`src/rtl/jt6295_pkg.sv`:
```
// Shared constants and types for the JT6295 fetch/decode slot scheduler.
package jt6295_pkg;

    // Sample frame lengths in cen ticks for the two rate selects
    localparam int FRAME_TICKS_132   = 132;
    localparam int FRAME_TICKS_165   = 165;

    // Slot lengths: four equal slots at ss=0; ss=1 puts the odd tick in slot 3
    localparam int SLOT_LEN_132      = FRAME_TICKS_132 / 4;                // 33
    localparam int SLOT_LEN_165      = 41;
    localparam int SLOT_LEN_165_LAST = FRAME_TICKS_165 - 3 * SLOT_LEN_165; // 42

    localparam int TICKW = 6;

    // Per-slot fetch state
    typedef enum logic [1:0] {
        ST_IDLE,
        ST_REQ,
        ST_WAIT,
        ST_DONE
    } slot_state_t;

    // Index of the final tick of a slot for the given rate
    function automatic logic [TICKW-1:0] slot_last_tick(input logic ss, input logic last_slot);
        if (!ss)
            return TICKW'(SLOT_LEN_132 - 1);
        else if (last_slot)
            return TICKW'(SLOT_LEN_165_LAST - 1);
        else
            return TICKW'(SLOT_LEN_165 - 1);
    endfunction

endpackage

```
`src/rtl/jt6295_slotcnt.sv`:
```
// Tick/slot counter: splits each sample frame into 2**CHW slots of cen ticks.
module jt6295_slotcnt
    import jt6295_pkg::*;
#(
    parameter int CHW = 2
) (
    input  logic           clk,
    input  logic           rst,
    input  logic           cen,
    input  logic           ss,
    output logic [CHW-1:0] slot,
    output logic           first_tick,
    output logic           last_tick
);

    logic [TICKW-1:0] tick;
    logic             ss_lat;
    logic             frame_start;
    logic             ss_cur;

    assign first_tick  = (tick == '0);
    assign frame_start = first_tick && (slot == '0);
    // Rate is taken on the frame's first tick and held until the next frame
    assign ss_cur      = frame_start ? ss : ss_lat;
    assign last_tick   = (tick == slot_last_tick(ss_cur, slot == '1));

    // Advance tick within slot, wrap into next slot with no gap
    always_ff @(posedge clk or posedge rst) begin
        if (rst) begin
            tick   <= '0;
            slot   <= '0;
            ss_lat <= 1'b0;
        end else if (cen) begin
            if (frame_start)
                ss_lat <= ss;
            if (last_tick) begin
                tick <= '0;
                slot <= slot + CHW'(1);
            end else begin
                tick <= tick + TICKW'(1);
            end
        end
    end

endmodule

```
`src/rtl/jt6295_sched.sv`:
```
// Voice slot scheduler: one ROM fetch and one decoder step per active voice per frame.
module jt6295_sched
    import jt6295_pkg::*;
#(
    parameter int CHW = 2
) (
    input  logic              clk,
    input  logic              rst,
    input  logic              cen,
    input  logic              ss,
    input  logic [2**CHW-1:0] ch_en,
    output logic              rom_req,
    output logic [CHW-1:0]    rom_ch,
    input  logic              rom_ok,
    output logic [CHW-1:0]    ch,
    output logic              dec_cen,
    output logic              dec_mute,
    output logic              acc_cen4,
    output logic              acc_cen,
    output logic [2**CHW-1:0] underrun,
    input  logic              clr_underrun
);

    localparam int NCH = 2**CHW;

    slot_state_t    st, st_nx;
    logic           first_tick, last_tick;
    logic           slot_end;
    logic           fetch_ok;
    logic           late;
    logic [NCH-1:0] late_mask;

    jt6295_slotcnt #(.CHW(CHW)) u_slotcnt (
        .clk        (clk),
        .rst        (rst),
        .cen        (cen),
        .ss         (ss),
        .slot       (ch),
        .first_tick (first_tick),
        .last_tick  (last_tick)
    );

    assign slot_end  = cen & last_tick;
    // rom_ok arriving on the very last tick still counts as an on-time fetch
    assign fetch_ok  = (st == ST_WAIT) & rom_ok;
    assign rom_req   = (st == ST_REQ) | (st == ST_WAIT);
    assign rom_ch    = rom_req ? ch : '0;
    assign acc_cen4  = slot_end;
    assign acc_cen   = slot_end & (ch == '0);
    assign dec_mute  = slot_end & ~((st == ST_DONE) | fetch_ok);
    assign late      = slot_end & rom_req & ~fetch_ok;
    assign late_mask = late ? (NCH'(1) << ch) : '0;

    // Next state: fetch progress, slot start decides fetch, slot end forces idle
    always_comb begin
        st_nx = st;
        case (st)
            ST_REQ:  st_nx = ST_WAIT;
            ST_WAIT: if (rom_ok) st_nx = ST_DONE;
            default: ;
        endcase
        if (cen && first_tick)
            st_nx = ch_en[ch] ? ST_REQ : ST_IDLE;
        if (slot_end)
            st_nx = ST_IDLE;
    end

    // Fetch state register
    always_ff @(posedge clk or posedge rst) begin
        if (rst)
            st <= ST_IDLE;
        else
            st <= st_nx;
    end

    // Decoder strobe and sticky late-fetch flags; a same-cycle set beats the clear
    always_ff @(posedge clk or posedge rst) begin
        if (rst) begin
            dec_cen  <= 1'b0;
            underrun <= '0;
        end else begin
            dec_cen  <= fetch_ok;
            underrun <= (clr_underrun ? '0 : underrun) | late_mask;
        end
    end

endmodule
```
`config.mk`:
```
export PLATFORM = sky130hd
export DESIGN_NAME = jt6295_sched
export DESIGN_NICKNAME = d
export VERILOG_FILES = /design/src/rtl/jt6295_pkg.sv /design/src/rtl/jt6295_slotcnt.sv /design/src/rtl/jt6295_sched.sv
export SDC_FILE = /design/constraint.sdc
export NUM_CORES = 1
export LEC_CHECK = 0
export BUFFER_PORTS_ARGS = -buffer_cell sky130_fd_sc_hd__buf_2
export CORE_MARGIN = 8
export CORE_UTILIZATION = 55
export CTS_CLUSTER_SIZE = 16
export DETAILED_ROUTE_END_ITERATION = 8
export PLACE_DENSITY = 0.82
export REMOVE_ABC_BUFFERS = 1
export SYNTH_ARGS = -nofsm -noshare
export SYNTH_HDL_FRONTEND = slang
export SYNTH_SLANG_ARGS = --single-unit
```
`constraint.sdc`:
```
create_clock -name clk -period 3.9 [get_ports clk]
set_clock_uncertainty 0.1 [all_clocks]
set_input_delay 0.39 -clock clk [delete_from_list [all_inputs] [get_ports clk]]
set_output_delay 0.39 -clock clk [all_outputs]
set_load 0.03 [all_outputs]
```
[Yosys cells after proc, flatten, opt, wreduce, memory -nomap -nowiden]
Cells that the tools add are included.
Operators by class
  add/sub/neg operators: 2
  $lt $le $gt $ge: 1
  equal/unequal tests: 6
  shift-type cells: 1
  muxes and demuxes: 14
  bitwise gates (word level): 11
  reduce and logical (&&, ||, !) cells: 7
Operators with widths (count)
  2-to-1 mux 6 bit: 2
  2-to-1 mux 2 bit: 4
  2-to-1 mux 4 bit: 2
  adder 6 x 1 -> 6 bit, second input constant: 1
  bitwise AND 1 bit: 6
  == test 2 bit, second input constant: 3
  == test 6 bit: 1
  zero test 6 bit: 1
  2-to-1 mux 1 bit: 4
  != test 4 x 3 -> 1 bit, second input constant: 1
  OR 4 bit: 1
  case mux 2 bit (2 select lines): 1
  AND reduction 2 bit: 2
  nonzero test 4 bit: 1
  left shift 1 x 2 -> 4 bit, first input constant: 1
  less-than comparator 2 x 3 -> 1 bit, second input constant: 1
  adder 2 x 1 -> 2 bit, second input constant: 1
  binary-select mux 1 bit (select 2 bit): 1
  == test 2 x 1 -> 1 bit, second input constant: 1
  logical AND 1 bit: 2
  zero test 2 bit: 1
  NOT 1 bit: 2
  OR 1 bit: 2
Storage, ports and cells
  bits in registers: 16
  output and inout bits: 13
  word-level logic and storage cells: 48

[Logic depth before layout (Yosys ltp)]
Gate-level depths: netlist of run 1.
  depth after elaboration: 10
  depth in mapped cells: 7
  gate-level depth less buffers: 7

[Modules after synthesis]
From an unflattened synthesis of run 1, not the netlist that was laid out.
Unflattened totals
  cell total of the unflattened synthesis: 96
  area, all modules: 933.4 um^2
By module, submodules not included
  jt6295_slotcnt: times used 1, cells each 55, area each 545.5 um^2
  jt6295_sched: times used 1, cells each 41, area each 387.9 um^2

[Least setup slack after synthesis of run 1]
Ideal clock, no wire load.
  kind: register to output
  start point: register u_slotcnt.slot[0]
  end point: output port dec_mute
  arrival time: 2.358 ns
  path slack: 1.052 ns
  cell stages (with the launch flop): 7
  buffers on the path: 0
  path through: dfrtp_1 inv_1 ha_1 and4bb_2 nor4_2 o31ai_4 nor3_1
On the way
  cells in the longest elaborated chain, start to end: 7
  elaborated cells between the ends (all ways): 9
  those cells by class: eq/ne (2); mux (3); bitwise (2); reduce/logical (2)
Ends and longest elaborated chain
  start: declaration: RTL line jt6295_slotcnt.sv:11  | output logic [CHW-1:0] slot,
  start signal: assignment: RTL line jt6295_slotcnt.sv:38  | slot <= slot + CHW'(1);
  zero test 2 bit: RTL line jt6295_slotcnt.sv:22  | assign frame_start = first_tick && (slot == '0);
  logical AND 1 bit: RTL line jt6295_slotcnt.sv:22
  2-to-1 mux 1 bit
  2-to-1 mux 6 bit (*): RTL line jt6295_pkg.sv:25  | if (!ss)
  == test 6 bit (*): RTL line jt6295_slotcnt.sv:25  | assign last_tick = (tick == slot_last_tick(ss_cur, slot == '1));
  bitwise AND 1 bit (*): RTL line jt6295_sched.sv:43  | assign slot_end = cen & last_tick;
  bitwise AND 1 bit (*): RTL line jt6295_sched.sv:50  | assign dec_mute = slot_end & ~((st == ST_DONE) | fetch_ok);
  end: declaration: RTL line jt6295_sched.sv:17  | output logic dec_mute,
Mark *: on every way between the ends. The rest lies on a longest branch, timed or not.

[Worst setup path in the final report of run 1]
  start point: register u_slotcnt.slot[0]
  end point: output port acc_cen
On the way
  cells in the longest elaborated chain, start to end: 7
  elaborated cells between the ends (all ways): 9
  those cells by class: eq/ne (2); mux (3); bitwise (2); reduce/logical (2)
Ends and longest elaborated chain
  zero test 2 bit: RTL line jt6295_slotcnt.sv:22, jt6295_sched.sv:49
  logical AND 1 bit: RTL line jt6295_slotcnt.sv:22
  2-to-1 mux 1 bit
  2-to-1 mux 6 bit: RTL line jt6295_pkg.sv:25
  == test 6 bit: RTL line jt6295_slotcnt.sv:25
  bitwise AND 1 bit: RTL line jt6295_sched.sv:43
  bitwise AND 1 bit (*): RTL line jt6295_sched.sv:49  | assign acc_cen = slot_end & (ch == '0);
  end: declaration: RTL line jt6295_sched.sv:19  | output logic acc_cen,
Marks and branches as above.

==> results.sh, run 1 <==
export IMPL_outcome="finished, final reports clean"
export IMPL_post_synth_main_area_contributors="sky130_fd_sc_hd__dfrtp_1 (42%), sky130_fd_sc_hd__ha_1 (12%), sky130_fd_sc_hd__a22o_1 (3.6%)"
export IMPL_placed_cells_incl_taps=125
export IMPL_crit_required_ns=3.41
export IMPL_groute_usage_overall=0.137
export IMPL_cts_buffers=3
export IMPL_syn_cell_area_um2=965
export IMPL_global_route_overflow_total=0
export IMPL_design_final_nets=132
export IMPL_height_of_the_chip_um=57.9
export IMPL_cts_sinks=16
export IMPL_floorplan_die_area_um2=3350
export IMPL_clockBufferDepth=2
export IMPL_period_needed_ns=2.93
export IMPL_yosys_area_top_type_share=0.415
export IMPL_wl_met1_um=868
export IMPL_avgRoutedWirePerCell_um=15.7
export IMPL_startpoint_to_endpoint_class_of_the_critical_path="flop to output pin"
export IMPL_gpl_final_weighted_congestion=0.822
export IMPL_vias_per_cell=5.37
export IMPL_maximum_fanout_along_the_worst_path=6
export IMPL_largest_family_of_logic_cells_by_synthesized_area="simple AND/OR/NAND/NOR gates"
export IMPL_period_share=0.750
export IMPL_rsz0062_at_grt="false"
export IMPL_synthSimpleGateAreaFrac=0.226
export IMPL_wl_met3_um=97
export IMPL_worst_endpoint_arrival_ns=2.44
export IMPL_num_antenna_cells=0
export IMPL_critical_path_launch_point_type="flop"
export IMPL_clkTransAtPathRegs_ns=0.09
export IMPL_sequential_cell_area_fraction_in_the_yosys_report=0.415
export IMPL_timing_slew_headroom=0.602
export IMPL_hold_buffers=0
export IMPL_worstReg2RegStart="u_slotcnt.slot[0]"
export IMPL_post_route_cells_drive_above_1_share=0.348
export IMPL_met2_wirelength_um=1020
export IMPL_floorplan_core_area_um2=1690
export IMPL_ff2ff_setup_slack_ns=1.56
export IMPL_clock_latency_ns=0.30
export IMPL_peak_ir_drop_on_the_vdd_network_mv=0.346
export IMPL_p_leak_uw=0.000563
export IMPL_dr_max_layer_used="met4"
export IMPL_wl_um=2020
export IMPL_crit_path_start="u_slotcnt.slot[0]"
export IMPL_synthXorXnorAreaFrac=0.0454
export IMPL_port_buffer_count=22
export IMPL_max_slew_worst_pin_slew_ns=0.596
export IMPL_critical_path_endpoint_type="output pin"
export IMPL_floorplan_die_width_um=57.9
export IMPL_post_cts_setup_buffer_count=0
export IMPL_cap_viol_max_count=0
export IMPL_detailedRoute_firstIterationViolations=17
export IMPL_syn_to_final_growth_pct=16.6
export IMPL_clock_root_buffer="sky130_fd_sc_hd__clkbuf_4"
export IMPL_r2r_end="u_slotcnt.tick[0]"
export IMPL_power_density_nw_per_um2=593
export IMPL_ys_ff_latch=16
export IMPL_top_level_ports=23
export IMPL_yosys_cell_types_count=32
export IMPL_timing_reg2reg_worst_path_depth=7
export IMPL_fin_hold_ws_ns=0.0428
export IMPL_detailedRoute_firstPassIterationCount=4
export IMPL_slew_viol_final=0
export IMPL_grt_max_degree=17
export IMPL_route_antenna_remaining_nets=0
export IMPL_timing_setup_tns_ns=0
export IMPL_yosys_area_top_type="sky130_fd_sc_hd__dfrtp_1"
export IMPL_grt_pass1_vias=715
export IMPL_finalHoldViolations=0
export IMPL_synth_avg_cell_area_um2=11.0
export IMPL_synth_compound_gate_area_share=0.104
export IMPL_cp_endpoint="acc_cen"
export IMPL_ctsHtreeMaxLevel=1
export IMPL_dpl_hpwl_um=1580
export IMPL_yosys_area_share_adder=0.117
export IMPL_ys_warnings_count=0
export IMPL_routed_via_count=693
export IMPL_timing_final_setup_violations=0
export IMPL_ctsResizeCount=0
export IMPL_initial_core_util=0.571
export IMPL_hold_path_class="primary input to async pin"
export IMPL_muxShareOfSynthArea=0.0467
export IMPL_wire_length_of_the_first_global_routing_pass_um=3470
export IMPL_placement_rows=15
export IMPL_post_route_drc_count=0
export IMPL_number_of_antenna_violations_at_the_first_check_in_global_routing=0
export IMPL_finalNonFillerCells=129
export IMPL_clock_tree_from_tritoncts="built"
export IMPL_peak_freq_ghz=0.342
export IMPL_syn_instance_count=88
-- where the power goes --
group          internal, uW  leakage [uW]  switching [uW]
clock                  57.0     0.0000210            53.3
sequential              213      0.000205            63.9
combinational           121      0.000337             160
total                   390      0.000563             277
-- Yosys cell counts --
cell type / count
sky130_fd_sc_hd__nand4_1: 2
sky130_fd_sc_hd__a21oi_1: 1
sky130_fd_sc_hd__and4bb_2: 1
sky130_fd_sc_hd__nor4b_1: 1
sky130_fd_sc_hd__o21ai_0: 2
sky130_fd_sc_hd__o211a_1: 1
sky130_fd_sc_hd__and4b_4: 1
sky130_fd_sc_hd__ha_1: 9
sky130_fd_sc_hd__clkbuf_1: 2
sky130_fd_sc_hd__and2_1: 2
sky130_fd_sc_hd__inv_1: 9
sky130_fd_sc_hd__dfrtp_1: 16
sky130_fd_sc_hd__nand2b_1: 2
sky130_fd_sc_hd__nor3_1: 2
sky130_fd_sc_hd__or2_2: 2
sky130_fd_sc_hd__nor2_1: 6
sky130_fd_sc_hd__mux4_2: 1
sky130_fd_sc_hd__nor3_4: 1
sky130_fd_sc_hd__xor2_1: 1
sky130_fd_sc_hd__inv_2: 1
sky130_fd_sc_hd__a22o_1: 4
sky130_fd_sc_hd__mux2_1: 1
sky130_fd_sc_hd__nor4b_2: 2
sky130_fd_sc_hd__a211oi_2: 1
sky130_fd_sc_hd__o31ai_4: 1
sky130_fd_sc_hd__xnor2_1: 4
sky130_fd_sc_hd__mux2_2: 1
sky130_fd_sc_hd__o22ai_1: 1
sky130_fd_sc_hd__nor4_2: 1
sky130_fd_sc_hd__nand3_1: 1
sky130_fd_sc_hd__nor4bb_1: 1
sky130_fd_sc_hd__nand2_1: 7
-- routing by layer --
| metal | GRT usage | up-vias |
|---|---|---|
| li1 | - | 356 |
| met1 | 0.156 | 321 |
| met2 | 0.215 | 11 |
| met3 | 0.0596 | 5 |
| met4 | 0.0629 | 0 |
| met5 | 0 | - |
-- sequential cells by signal, summed over array words and instances (netlist names) --
signal / count
u_slotcnt.slot: 2
st: 2
u_slotcnt.ss_lat: 1
dec_cen: 1
u_slotcnt.tick: 6
underrun: 4
-- through the flow --
step	util	area, um2	total power, uW	setup WS (ns)
3_5_place_dp	0.644	1090	558	1.30
3_3_place_gp	0.644	1090	545	1.40
2_1_floorplan	-	957	483	1.05
4_1_cts	0.666	1120	675	0.935
5_1_grt	0.666	1120	711	0.784
6_report	0.666	1120	667	0.973
-- critical path, cell delays in order, from the launching register on --
cell                       delay [ns]
sky130_fd_sc_hd__dfrtp_1         0.47
sky130_fd_sc_hd__inv_1           0.13
sky130_fd_sc_hd__ha_1            0.26
sky130_fd_sc_hd__and4bb_2        0.25
sky130_fd_sc_hd__nor4b_2         0.19
sky130_fd_sc_hd__o31ai_4         0.38
sky130_fd_sc_hd__inv_2           0.11
sky130_fd_sc_hd__and2_1          0.18
sky130_fd_sc_hd__buf_2           0.17
-- worst min path at each step --
stage | from | endpoint | depth (start not counted)
3_5_place_dp | rst | dec_cen | 2
5_1_grt | rst | u_slotcnt.tick[4] | 2
6_report | rst | u_slotcnt.tick[3] | 2
4_1_cts | rst | dec_cen | 2
3_3_place_gp | rst | u_slotcnt.tick[5] | 2
2_1_floorplan | rst | dec_cen | 1
-- cells by family after synthesis --
kind of cell | after synthesis
AOI/OAI and AO/OA | 11
xor gates and xnor gates | 5
adders and majority gates | 9
buffers and inverters | 12
DFF | 16
muxes | 3
and+or+nand+nor | 32
-- layout by cell type, fill, tap and decap left out, drive strengths merged, types with 2 or more instances in the layout --
| cell type | n |
|---|---|
| buf | 22 |
| dfrtp | 16 |
| inv | 10 |
| ha | 9 |
| nand2 | 7 |
| nor2 | 6 |
| xnor2 | 4 |
| a22o | 4 |
| clkbuf | 4 |
| nor4b | 3 |
| nor3 | 3 |
| or2 | 2 |
| o21ai | 2 |
| nand4 | 2 |
| and2 | 2 |
| nand2b | 2 |
| mux2 | 2 |
-- final cells by class --
type                       instances  area, um2
inverter                          10       37.5
fill                             135        564
clock buffer                       4       36.3
sequential                        16        400
timing repair buffer              22        110
tap                               17       21.3
multi-input combinational         60        519
(Power assumes the default switching activity.)
==> run 2: changes to the inputs <==
--- a/config.mk
+++ b/config.mk
@@ -7,10 +7,10 @@
 export LEC_CHECK = 0
 export BUFFER_PORTS_ARGS = -buffer_cell sky130_fd_sc_hd__buf_2
 export CORE_MARGIN = 8
-export CORE_UTILIZATION = 55
+export CORE_UTILIZATION = 52
 export CTS_CLUSTER_SIZE = 16
 export DETAILED_ROUTE_END_ITERATION = 8
-export PLACE_DENSITY = 0.82
+export PLACE_DENSITY = 0.78
 export REMOVE_ABC_BUFFERS = 1
 export SYNTH_ARGS = -nofsm -noshare
 export SYNTH_HDL_FRONTEND = slang
==> constraint.sdc (replaced) <==
create_clock -name clk -period 3 [get_ports clk]
set_clock_uncertainty 0.1 [all_clocks]
set_input_delay 0.3 -clock clk [delete_from_list [all_inputs] [get_ports clk]]
set_output_delay 0.3 -clock clk [all_outputs]
set_load 0.03 [all_outputs]
==> results.sh, run 2 (synthesized netlist as in run 1, its figures left out) <==
export IMPL_outcome="finished, final reports clean"
export IMPL_cts_sinks=16
export IMPL_cts_buffers=3
export IMPL_worstReg2RegStart="u_slotcnt.slot[0]"
export IMPL_crit_path_start="u_slotcnt.slot[0]"
export IMPL_period_needed_ns=2.83
export IMPL_wl_um=2000
export IMPL_cell_area_reported_after_detailed_placement_um2=1100
export IMPL_initial_core_util=0.553
export IMPL_timing_reg2reg_worst_path_depth=7
export IMPL_mostFrequentLayoutCell="sky130_fd_sc_hd__buf_2"
export IMPL_detailedRoute_firstPassIterationCount=4
export IMPL_post_route_cells_drive_above_1_share=0.357
export IMPL_top_level_ports=23
export IMPL_grt_pass1_vias=800
export IMPL_hold_path_class="primary input to flop"
export IMPL_finish_instance_area_um2=1160
export IMPL_route_antenna_remaining_nets=0
export IMPL_most_common_layout_cells="sky130_fd_sc_hd__buf_2 (22), sky130_fd_sc_hd__dfrtp_1 (16), sky130_fd_sc_hd__inv_1 (9), sky130_fd_sc_hd__ha_1 (9), sky130_fd_sc_hd__nand2_1 (7)"
export IMPL_clockBufferDepth=2
export IMPL_port_buffer_count=22
export IMPL_clock_tree_from_tritoncts="built"
export IMPL_max_slew_worst_pin_slew_ns=0.594
export IMPL_gpl_final_weighted_congestion=0.885
export IMPL_rsz0062_at_grt="false"
export IMPL_finalHoldViolations=0
export IMPL_floorplan_core_area_um2=1750
export IMPL_worst_path_dominant_cell_family="simple AND/OR/NAND/NOR gates"
export IMPL_power_density_nw_per_um2=747
export IMPL_worstPathCellList="inv_1 -> ha_1 -> and4bb_2 -> nor4b_2 -> o31ai_4 -> buf_4 -> nor3_1 -> buf_2"
export IMPL_crit_required_ns=2.60
export IMPL_vias_per_cell=5.27
export IMPL_cap_viol_max_count=0
export IMPL_avgRoutedWirePerCell_um=14.3
export IMPL_critical_path_launch_point_type="flop"
export IMPL_dpl_hpwl_um=1570
export IMPL_floorplan_die_area_um2=3490
export IMPL_period_share=0.945
export IMPL_post_route_drc_count=0
export IMPL_groute_usage_overall=0.131
export IMPL_floorplan_die_width_um=59.1
export IMPL_routed_via_count=738
export IMPL_critical_path_slowest_cell="sky130_fd_sc_hd__dfrtp_1"
export IMPL_startpoint_to_endpoint_class_of_the_critical_path="flop to output pin"
export IMPL_clock_root_buffer="sky130_fd_sc_hd__clkbuf_4"
export IMPL_clkTransAtPathRegs_ns=0.10
export IMPL_critical_path_endpoint_type="output pin"
export IMPL_timing_slew_headroom=0.604
export IMPL_timing_final_setup_violations=0
export IMPL_biggest_cell_delay_along_the_critical_path_ns=0.47
export IMPL_path_buf_inv=3
export IMPL_slew_viol_final=0
export IMPL_hold_path_endpoint="u_slotcnt.ss_lat"
export IMPL_largest_register="u_slotcnt.tick"
export IMPL_timing_setup_tns_ns=0
export IMPL_p_leak_uw=0.000576
export IMPL_largest_reg_flops=6
export IMPL_worstHoldStart="ss"
export IMPL_peak_freq_ghz=0.353
export IMPL_maximum_fanout_along_the_worst_path=6
export IMPL_global_route_overflow_total=0
export IMPL_peak_ir_drop_on_the_vdd_network_mv=0.466
export IMPL_r2r_end="u_slotcnt.slot[1]"
export IMPL_worstHoldPathCells=2
export IMPL_top_flop_regs="u_slotcnt.tick x6, underrun x4"
export IMPL_wire_length_of_the_first_global_routing_pass_um=3550
export IMPL_number_of_antenna_violations_at_the_first_check_in_global_routing=0
export IMPL_ctsHtreeMaxLevel=1
export IMPL_height_of_the_chip_um=59.1
export IMPL_grt_max_degree=17
export IMPL_design_final_nets=135
export IMPL_ctsResizeCount=0
export IMPL_worst_endpoint_arrival_ns=2.43
export IMPL_placement_rows=15
export IMPL_ff2ff_setup_slack_ns=0.65
export IMPL_num_antenna_cells=0
export IMPL_clock_latency_ns=0.29
export IMPL_syn_to_final_growth_pct=20.2
export IMPL_detailedRoute_firstIterationViolations=14
[run 2: cell types whose count changed in the layout (fill, tap and decap cells not counted)]
| cell | change |
|---|---|
| sky130_fd_sc_hd__buf_4 | +2 |
| sky130_fd_sc_hd__dlygate4sd3_1 | +1 |
[run 2: worst max-delay path by stage]
stage                to  slack, ns  cells past startpoint
2_1_floorplan  dec_mute       0.24                      6
3_3_place_gp    acc_cen       0.58                      8
3_5_place_dp    acc_cen       0.49                      8
4_1_cts         acc_cen       0.14                      8
5_1_grt        dec_mute       0.02                      8
6_report       dec_mute       0.17                      8
[run 2: report_power, final]
part           switching [uW]  internal, uW  total [uW]
Clock                    69.6          73.9         143
Combinational             205           158         363
Sequential               83.9           276         360
[run 2: what timing repair did]
action,in CTS,in global routing
setup buffers,0,2
endpoints found under the hold margin,16,0
endpoints found under the setup margin,0,1
hold buffers,1,0
[run 2: area by class of cell]
class	count	area, um2
flip-flops and latches	16	400
inverters	10	37.5
repair buffers	25	135
fillers	140	586
well taps	25	31.3
multi-input cells	60	519
clock buffers	4	36.3
[run 2: stage by stage]
stage	power [uW]	cells	utilization	hold slack (ns)	worst slack, ns
after floorplan	628	86	-	0.114	0.242
after global placement	709	133	0.629	0.293	0.579
after detailed placement	723	133	0.629	0.300	0.488
after CTS	868	138	0.656	0.174	0.144
after global routing	933	140	0.665	0.185	0.0226
final	866	140	0.665	0.172	0.165
[run 2: per-layer routing]
layer	wire length, um	global-route usage	up-vias	share of wire
met3	77	0.0325	2	0.038
met5	0	0	-	0
li1	-	-	358	-
met1	945	0.162	361	0.47
met4	17	0.0512	0	0.0085
met2	963	0.212	17	0.48
